## src/rtl/load_scoreboard_hazard.sv

```systemverilog
// Load-use hazard unit: in-order FIFO scoreboard of outstanding load destinations.
// Optional stall performance counter enabled by defining HAZARD_STALL_PERF_EN.
module load_scoreboard_hazard #(
  parameter int REG_AW    = 5,
  parameter int DEPTH     = 4,
  parameter int WB_BYPASS = 1
) (
  input  logic                       clk_i,
  input  logic                       rst_n_i,
  input  logic                       id_valid_i,
  input  logic [REG_AW-1:0]          id_rs1_i,
  input  logic [REG_AW-1:0]          id_rs2_i,
  input  logic                       id_rs1_used_i,
  input  logic                       id_rs2_used_i,
  input  logic                       id_memread_i,
  input  logic [REG_AW-1:0]          id_rd_i,
  input  logic                       flush_i,
  input  logic                       wb_load_valid_i,
  output logic                       stall_o,
  output logic                       full_o,
  output logic                       empty_o,
  output logic [$clog2(DEPTH+1)-1:0] count_o,
`ifdef HAZARD_STALL_PERF_EN
  input  logic                       stall_cnt_clr_i,
  output logic [31:0]                stall_cnt_o,
`endif
  output logic                       underflow_o
);

  localparam int CW = $clog2(DEPTH + 1);
  localparam int PW = (DEPTH > 1) ? $clog2(DEPTH) : 1;

  function automatic logic [PW-1:0] ptr_inc(input logic [PW-1:0] p);
    logic [PW-1:0] n;
    if (p == PW'(DEPTH - 1)) n = {PW{1'b0}};
    else                     n = p + PW'(1);
    return n;
  endfunction

  logic [DEPTH-1:0]  valid_q, valid_d;
  logic [REG_AW-1:0] rd_q [DEPTH];
  logic [REG_AW-1:0] rd_d [DEPTH];
  logic [PW-1:0]     head_q, head_d, tail_q, tail_d;
  logic [CW-1:0]     count_q, count_d;
  logic              underflow_q, underflow_d;

  logic [DEPTH-1:0]  live_s;
  logic              rs1_hit_s, rs2_hit_s, rs1_match_s, rs2_match_s;
  logic              full_s, empty_s, stall_s, alloc_s, retire_s;

  assign full_s  = (count_q == CW'(DEPTH));
  assign empty_s = (count_q == {CW{1'b0}});

  // Source match against live entries; the retiring head is bypassed when enabled.
  always_comb begin
    rs1_hit_s = 1'b0;
    rs2_hit_s = 1'b0;
    live_s    = '0;
    for (int i = 0; i < DEPTH; i++) begin
      live_s[i] = valid_q[i] &&
                  !((WB_BYPASS != 0) && wb_load_valid_i && (head_q == PW'(i)));
      rs1_hit_s = rs1_hit_s | (live_s[i] && (rd_q[i] == id_rs1_i));
      rs2_hit_s = rs2_hit_s | (live_s[i] && (rd_q[i] == id_rs2_i));
    end
  end

  assign rs1_match_s = id_rs1_used_i && (id_rs1_i != {REG_AW{1'b0}}) && rs1_hit_s;
  assign rs2_match_s = id_rs2_used_i && (id_rs2_i != {REG_AW{1'b0}}) && rs2_hit_s;
  assign stall_s     = id_valid_i && !flush_i &&
                       (rs1_match_s || rs2_match_s ||
                        (id_memread_i && full_s && !wb_load_valid_i));
  assign alloc_s     = id_valid_i && id_memread_i && !flush_i && !stall_s &&
                       (id_rd_i != {REG_AW{1'b0}});
  assign retire_s    = wb_load_valid_i && !empty_s;

  // Next-state: retire clears head first so a same-slot allocate (full case) wins.
  always_comb begin
    valid_d     = valid_q;
    rd_d        = rd_q;
    head_d      = head_q;
    tail_d      = tail_q;
    count_d     = count_q;
    underflow_d = underflow_q | (wb_load_valid_i && empty_s);
    if (retire_s) begin
      valid_d[head_q] = 1'b0;
      head_d          = ptr_inc(head_q);
    end else begin
      head_d = head_q;
    end
    if (alloc_s) begin
      valid_d[tail_q] = 1'b1;
      rd_d[tail_q]    = id_rd_i;
      tail_d          = ptr_inc(tail_q);
    end else begin
      tail_d = tail_q;
    end
    case ({alloc_s, retire_s})
      2'b10:   count_d = count_q + CW'(1);
      2'b01:   count_d = count_q - CW'(1);
      default: count_d = count_q;
    endcase
  end

  // Scoreboard state register.
  always_ff @(posedge clk_i or negedge rst_n_i) begin
    if (!rst_n_i) begin
      valid_q     <= '0;
      head_q      <= {PW{1'b0}};
      tail_q      <= {PW{1'b0}};
      count_q     <= {CW{1'b0}};
      underflow_q <= 1'b0;
      for (int i = 0; i < DEPTH; i++) rd_q[i] <= {REG_AW{1'b0}};
    end else begin
      valid_q     <= valid_d;
      rd_q        <= rd_d;
      head_q      <= head_d;
      tail_q      <= tail_d;
      count_q     <= count_d;
      underflow_q <= underflow_d;
    end
  end

  assign stall_o     = stall_s;
  assign full_o      = full_s;
  assign empty_o     = empty_s;
  assign count_o     = count_q;
  assign underflow_o = underflow_q;

`ifdef HAZARD_STALL_PERF_EN
  logic [31:0] stall_cnt_q;

  // Saturating stall-cycle counter; clear beats increment.
  always_ff @(posedge clk_i or negedge rst_n_i) begin
    if (!rst_n_i)                                   stall_cnt_q <= 32'd0;
    else if (stall_cnt_clr_i)                       stall_cnt_q <= 32'd0;
    else if (stall_s && (stall_cnt_q != 32'hFFFF_FFFF)) stall_cnt_q <= stall_cnt_q + 32'd1;
    else                                            stall_cnt_q <= stall_cnt_q;
  end

  assign stall_cnt_o = stall_cnt_q;
`endif

endmodule
```

## config.mk

```make
export PLATFORM = sky130hd
export DESIGN_NAME = load_scoreboard_hazard
export DESIGN_NICKNAME = d
export VERILOG_FILES = /design/src/rtl/load_scoreboard_hazard.sv
export SDC_FILE = /design/constraint.sdc
export NUM_CORES = 1
export LEC_CHECK = 0
export ABC_CLOCK_PERIOD_IN_PS = 3600
export BUFFER_PORTS_ARGS = -buffer_cell sky130_fd_sc_hd__buf_2
export CAP_MARGIN = 20
export CORE_UTILIZATION = 40
export DETAILED_ROUTE_END_ITERATION = 8
export SLEW_MARGIN = 20
export SYNTH_ARGS = -nofsm -noshare
export SYNTH_HDL_FRONTEND = slang
export SYNTH_SLANG_ARGS = --single-unit
```

## constraint.sdc

```tcl
create_clock -name clk_i -period 3.6 [get_ports clk_i]
set_input_delay 0.72 -clock clk_i [delete_from_list [all_inputs] [get_ports clk_i]]
set_output_delay 0.72 -clock clk_i [all_outputs]
set_load 0.02 [all_outputs]
```

==> After elaboration in Yosys (flattened, before gate mapping) <==
Index checks and enable logic that the tools add are counted.
{ "word_totals": {"register_bits": 32, "inputBits": 23, "output_inout_bits": 7} }
{ "classes": {"addsub": 4, "n_lt_le_gt_ge": 6, "n_eq_ne": 15, "muxes": 12, "bitwise": 11, "reduce_logical": 49} }
{ "ops": {"columns": ["cell", "n"], "rows": [
  ["$eq A5 B5 Y1", 8],
  ["$logic_and A1 B1 Y1", 33],
  ["$bwmux W20", 1],
  ["$reduce_bool A5 Y1", 3],
  ["$demux W5 S2", 1],
  ["$eq A2 B2 Y1 const B", 4],
  ["$logic_not A1 Y1", 8],
  ["$mux W4", 2],
  ["$or A1 B1 Y1", 7],
  ["$lt A2 B3 Y1 const B", 2],
  ["$pmux W3 S2", 1],
  ["$mux W5", 1],
  ["$add A2 B1 Y2 const B", 2],
  ["$and A4 B4 Y4", 1],
  ["$demux W1 S2", 2],
  ["$eq A2 B1 Y1 const B", 2],
  ["$ge A2 B1 Y1 const B", 2],
  ["$mux W2", 2],
  ["$not A4 Y4", 1],
  ["$or A4 B4 Y4", 1],
  ["$add A3 B1 Y3 const B", 1],
  ["$eq A3 B3 Y1 const B", 1],
  ["$ge A3 B3 Y1 const B", 1],
  ["$logic_not A3 Y1", 1],
  ["7 further kinds", 9]
]} }

==> Logic depth before layout (Yosys ltp) <==
{ "depth": {"word_depth": 17, "ltp_mapped": 15} }

==> Least setup slack after synthesis <==
No wires, ideal clock.
{ "synth_timing": {"path_kind": "input to output", "from": "input id_rs2_i[4]", "to": "output stall_o", "arrival_time_ns": 2.400, "required_time_ns": 2.880, "setup_slack_ns": 0.480, "path_stages": 8, "cell_sequence": "buf_2 -> xor2_1 -> nor4_1 -> nand4_1 -> nand4_1 -> a32o_2 -> nor2_1 -> nor3b_1"} }
{ "synth_via": {"elab_chain_len": 9} }
{ "synth_lines": {"columns": ["element", "line_no", "rtl"], "rows": [
  ["start: declaration", "12", "input logic [REG_AW-1:0] id_rs2_i,"],
  ["$eq A5 B5 Y1", "63", "rs2_hit_s = rs2_hit_s | (live_s[i] && (rd_q[i] == id_rs2_i));"],
  ["$logic_and A1 B1 Y1", "63", null],
  ["$or A1 B1 Y1 (3 in a row)", "63", null],
  ["$logic_and A1 B1 Y1 *", "68", "assign rs2_match_s = id_rs2_used_i && (id_rs2_i != {REG_AW{1'b0}}) && rs2_hit_s;"],
  ["$logic_or A1 B1 Y1 * (2 in a row)", "70", "(rs1_match_s || rs2_match_s ||"],
  ["$logic_and A1 B1 Y1 *", "69", "assign stall_s = id_valid_i && !flush_i &&"],
  ["end: declaration", "19", "output logic stall_o,"]
]} }
Every way passes the cells marked *; elsewhere a longest branch is shown, timed or not.

==> Worst setup path in the final report <==
{ "layout_timing": {"from": "register head_q[0]", "to": "output stall_o"} }
{ "layout_via": {"elab_chain_len": 12} }
{ "layout_lines": {"columns": ["element", "line_no", "rtl"], "rows": [
  ["start: declaration", "43", "logic [PW-1:0] head_q, head_d, tail_q, tail_d;"],
  ["start signal: assignment", "108", "head_q <= {PW{1'b0}};"],
  ["$eq A2 B1 Y1 / $logic_not A2 Y1 (equally long branches)", "61", "!((WB_BYPASS != 0) && wb_load_valid_i && (head_q == PW'(i)));"],
  ["$logic_and A1 B1 Y1", "61", null],
  ["$logic_not A1 Y1", "61", null],
  ["$logic_and A1 B1 Y1", "60", "live_s[i] = valid_q[i] &&"],
  ["$logic_and A1 B1 Y1, on equally long branches", "62, 63", null],
  ["$or A1 B1 Y1, on equally long branches (3 in a row)", "62, 63", null],
  ["$logic_and A1 B1 Y1, on equally long branches", "67, 68", null],
  ["$logic_or A1 B1 Y1 * (2 in a row)", "70", null],
  ["$logic_and A1 B1 Y1 *", "69", null]
]} }
Marked as above.

==> flow_summary.ini <==
[global_route]
grt_overflow = 0
grt_max_degree = 33
grtUsageTotal_pct = 17.43
grt_pass1_wl_mm = 6.989
antenna_found_initial = 0
grt_pass1_vias = 1396

[floorplanning]
num_rows = 26
core_area_um2 = 5107
die_w_um = 74.75
io_pins = 30
die_h_um = 74.75
start_util_pct = 41.45
die-area_um2 = 5588

[power_and_ir_drop]
finalPower_uw = 1733
p_seq_share_pct = 41.5
p_switching_uw = 671.0
combinationalPowerShare_pct = 38.4
p_int_uw = 1062
p_leak_uw = 0.001096
ir_drop_mv = 0.2335
power_density_nw_per_um2 = 727.3
pwr-share-clk_pct = 20.1
p_sw_share_pct = 38.71

[timing]
rsz0062_at_grt = false
clock-skew-final_ps = 8.886
slew_viol_final = 0
setup_ws_ps = 354.7
finalCriticalPeriod_ps = 3245
setup_violations = 0
fin_setup_tns_ps = 0
hold_viol_final = 0
holdWs_ps = 458.9
fmax_ghz = 0.3081
fin_crit_sh_pct = 90.15
slew_headroom_pct = 51.48
worstMarginPinSlew_ps = 727.8

[layout]
fin_nets = 249
drive_gt1_share_pct = 23.04
n_antenna_cell = 0
most-common-layout-cells = 32 x xor2_1, 32 x dfrtp_1, 29 x buf_2
area_growth_pct = 12.59
utilization_pct = 46.67

[logic_synthesis]
yosysUniqueCellTypes = 36
synth-seq-cells = 32
ys_top_cells_by_area = dfrtp_1 38%, xor2_1 13%, mux2_1 12%
netlist_area_um2 = 2117
avgSynthCellArea_um2 = 11.08
synth_top_cell_by_area = dfrtp_1
syn_inst = 191
synth_fp_nets = 224
yosysSeqAreaShare_pct = 37.83
netlist.area_leader.share_pct = 37.83
yosys_warnings = 0

[run]
max_cap_viol_count = 0

[hold_path]
hold_path.class = reg -> reg

[worst_setup_path]
cp-end-kind = primary output
cp.arrival_ps = 2530
path_max_fanout = 6
rrSetupSlack_ps = 550
cp.depth = 10
reg2reg_to = count_o[2]
path_cells = inv_1 > ha_1 > a21boi_1 > nand4_1 > nor3_1 > a31oi_1 > a31oi_4 > nor2_1 > nor3b_1 > buf_2
critPathLaunch = head_q[0]
start_kind = flip-flop
critPathSlowestCell = dfrtp_1
crit_path_end = stall_o
regToRegStartpoint = head_q[0]
critPathKind = reg -> out
critical_path.top_delay_family = compound AO/OA/AOI/OAI gates
rr_worst_depth = 15
cpPeakStageDelay_ps = 410
path_buf_inv = 2
crit_required_ps = 2880

[clocking]
cts_max_level = 2
clk_latency_ps = 290
path_clk_slew_ps = 70
post_cts_buffers = 0
cts_hold_buf = 0
cts.sinks = 32
cts_tree = yes
cts_root_buf = clkbuf_8
post_cts_resized = 0
clock_path_buffers = 2
cts_buffers = 5

[placed_design]
dpl.hpwl_mm = 3.424
portBuffers = 29
gp_congestion = 0.8664
place_ws_ps = 259.0

[drt]
via_per_inst = 4.934
dr_total_vias = 1416
drt_iter0_drc = 97
wl_mm = 4.416
drc_errors = 0
first_pass_iters = 4
postRouteAntennaNets = 0
routedWlPerCell_um = 15.39

[status]
status = completed
-- flip-flops by register name, indices dropped and copies added, names as in the netlist --
register	count
rd_q	20
valid_q	4
count_o	3
tail_q	2
underflow_o	1
head_q	2
-- worst min-delay path by stage --
stage | from | to | slack (ps) | cells past startpoint
final | underflow_o | underflow_o | 460 | 1
after floorplan | rst_n_i | count_o[0] | 420 | 0
after global routing | underflow_o | underflow_o | 490 | 1
after global placement | underflow_o | underflow_o | 440 | 1
after detailed placement | underflow_o | underflow_o | 460 | 1
after CTS | underflow_o | underflow_o | 470 | 1
-- power groups by stage --
stage                     combinational (uW)  sequential (uW)  clock (uW)
final                                    666              719         349
after CTS                                676              716         354
after global placement                   662              717           0
after detailed placement                 672              722           0
after floorplan                          501              700           0
after global routing                     763              739         367
-- stage by stage --
| step | area (um^2) | std cells |
|---|---|---|
| after floorplan | 2117 | 191 |
| after global placement | 2276 | 279 |
| after detailed placement | 2276 | 279 |
| after CTS | 2384 | 287 |
| after global routing | 2384 | 287 |
| final | 2384 | 287 |
-- area by class of cell --
cell class	count	area [um^2]
inverters	10	37.54
clock buffers	6	72.57
multi-input cells	138	1205
well taps	70	87.58
repair buffers	29	145.1
clock inverters	2	35.03
fillers	510	2724
flip-flops and latches	32	800.8
-- Yosys cell counts --
cell       n
dfrtp_1   32
xor2_1    32
mux2_1    22
xnor2_1   11
inv_1     10
ha_1       9
nand2_1    9
buf_2      8
nand3_1    6
nor2_1     5
nor4_1     5
nand4_1    4
nor3_4     4
a21o_2     3
buf_6      3
nor3_1     3
o21ai_0    3
a21boi_0   2
nor4_2     2
or3_1      2
a21boi_1   1
a21o_1     1
a21oi_1    1
a31oi_1    1
a31oi_4    1
a32o_2     1
and3_1     1
fa_1       1
mux2i_1    1
nand2b_1   1
nand3b_1   1
nor2b_1    1
nor3b_1    1
nor3b_2    1
o21ai_2    1
or4_4      1
-- kinds of logic (layout without fill, tap and decap cells) --
family / count (synthesis) / count (layout) / share of synthesized area [%]
mux: 23 / 23 / 12.18
fa+ha+maj: 10 / 10 / 6.265
buf+inv: 21 / 47 / 5.260
xor+xnor: 43 / 43 / 17.79
flops: 32 / 32 / 37.83
compound gates: 15 / 15 / 5.851
simple gates: 47 / 47 / 14.83
-- routing by layer --
layer,share of wire (%),up-vias,track usage (%),wire (um)
li1,-,701,-,-
met1,49,691,23.88,2160
met2,47,19,27.93,2095
met3,2.4,5,3.614,106
met4,1.2,0,5.031,53
met5,0,-,0,0
No activity file was read; power rests on OpenSTA's default activity.
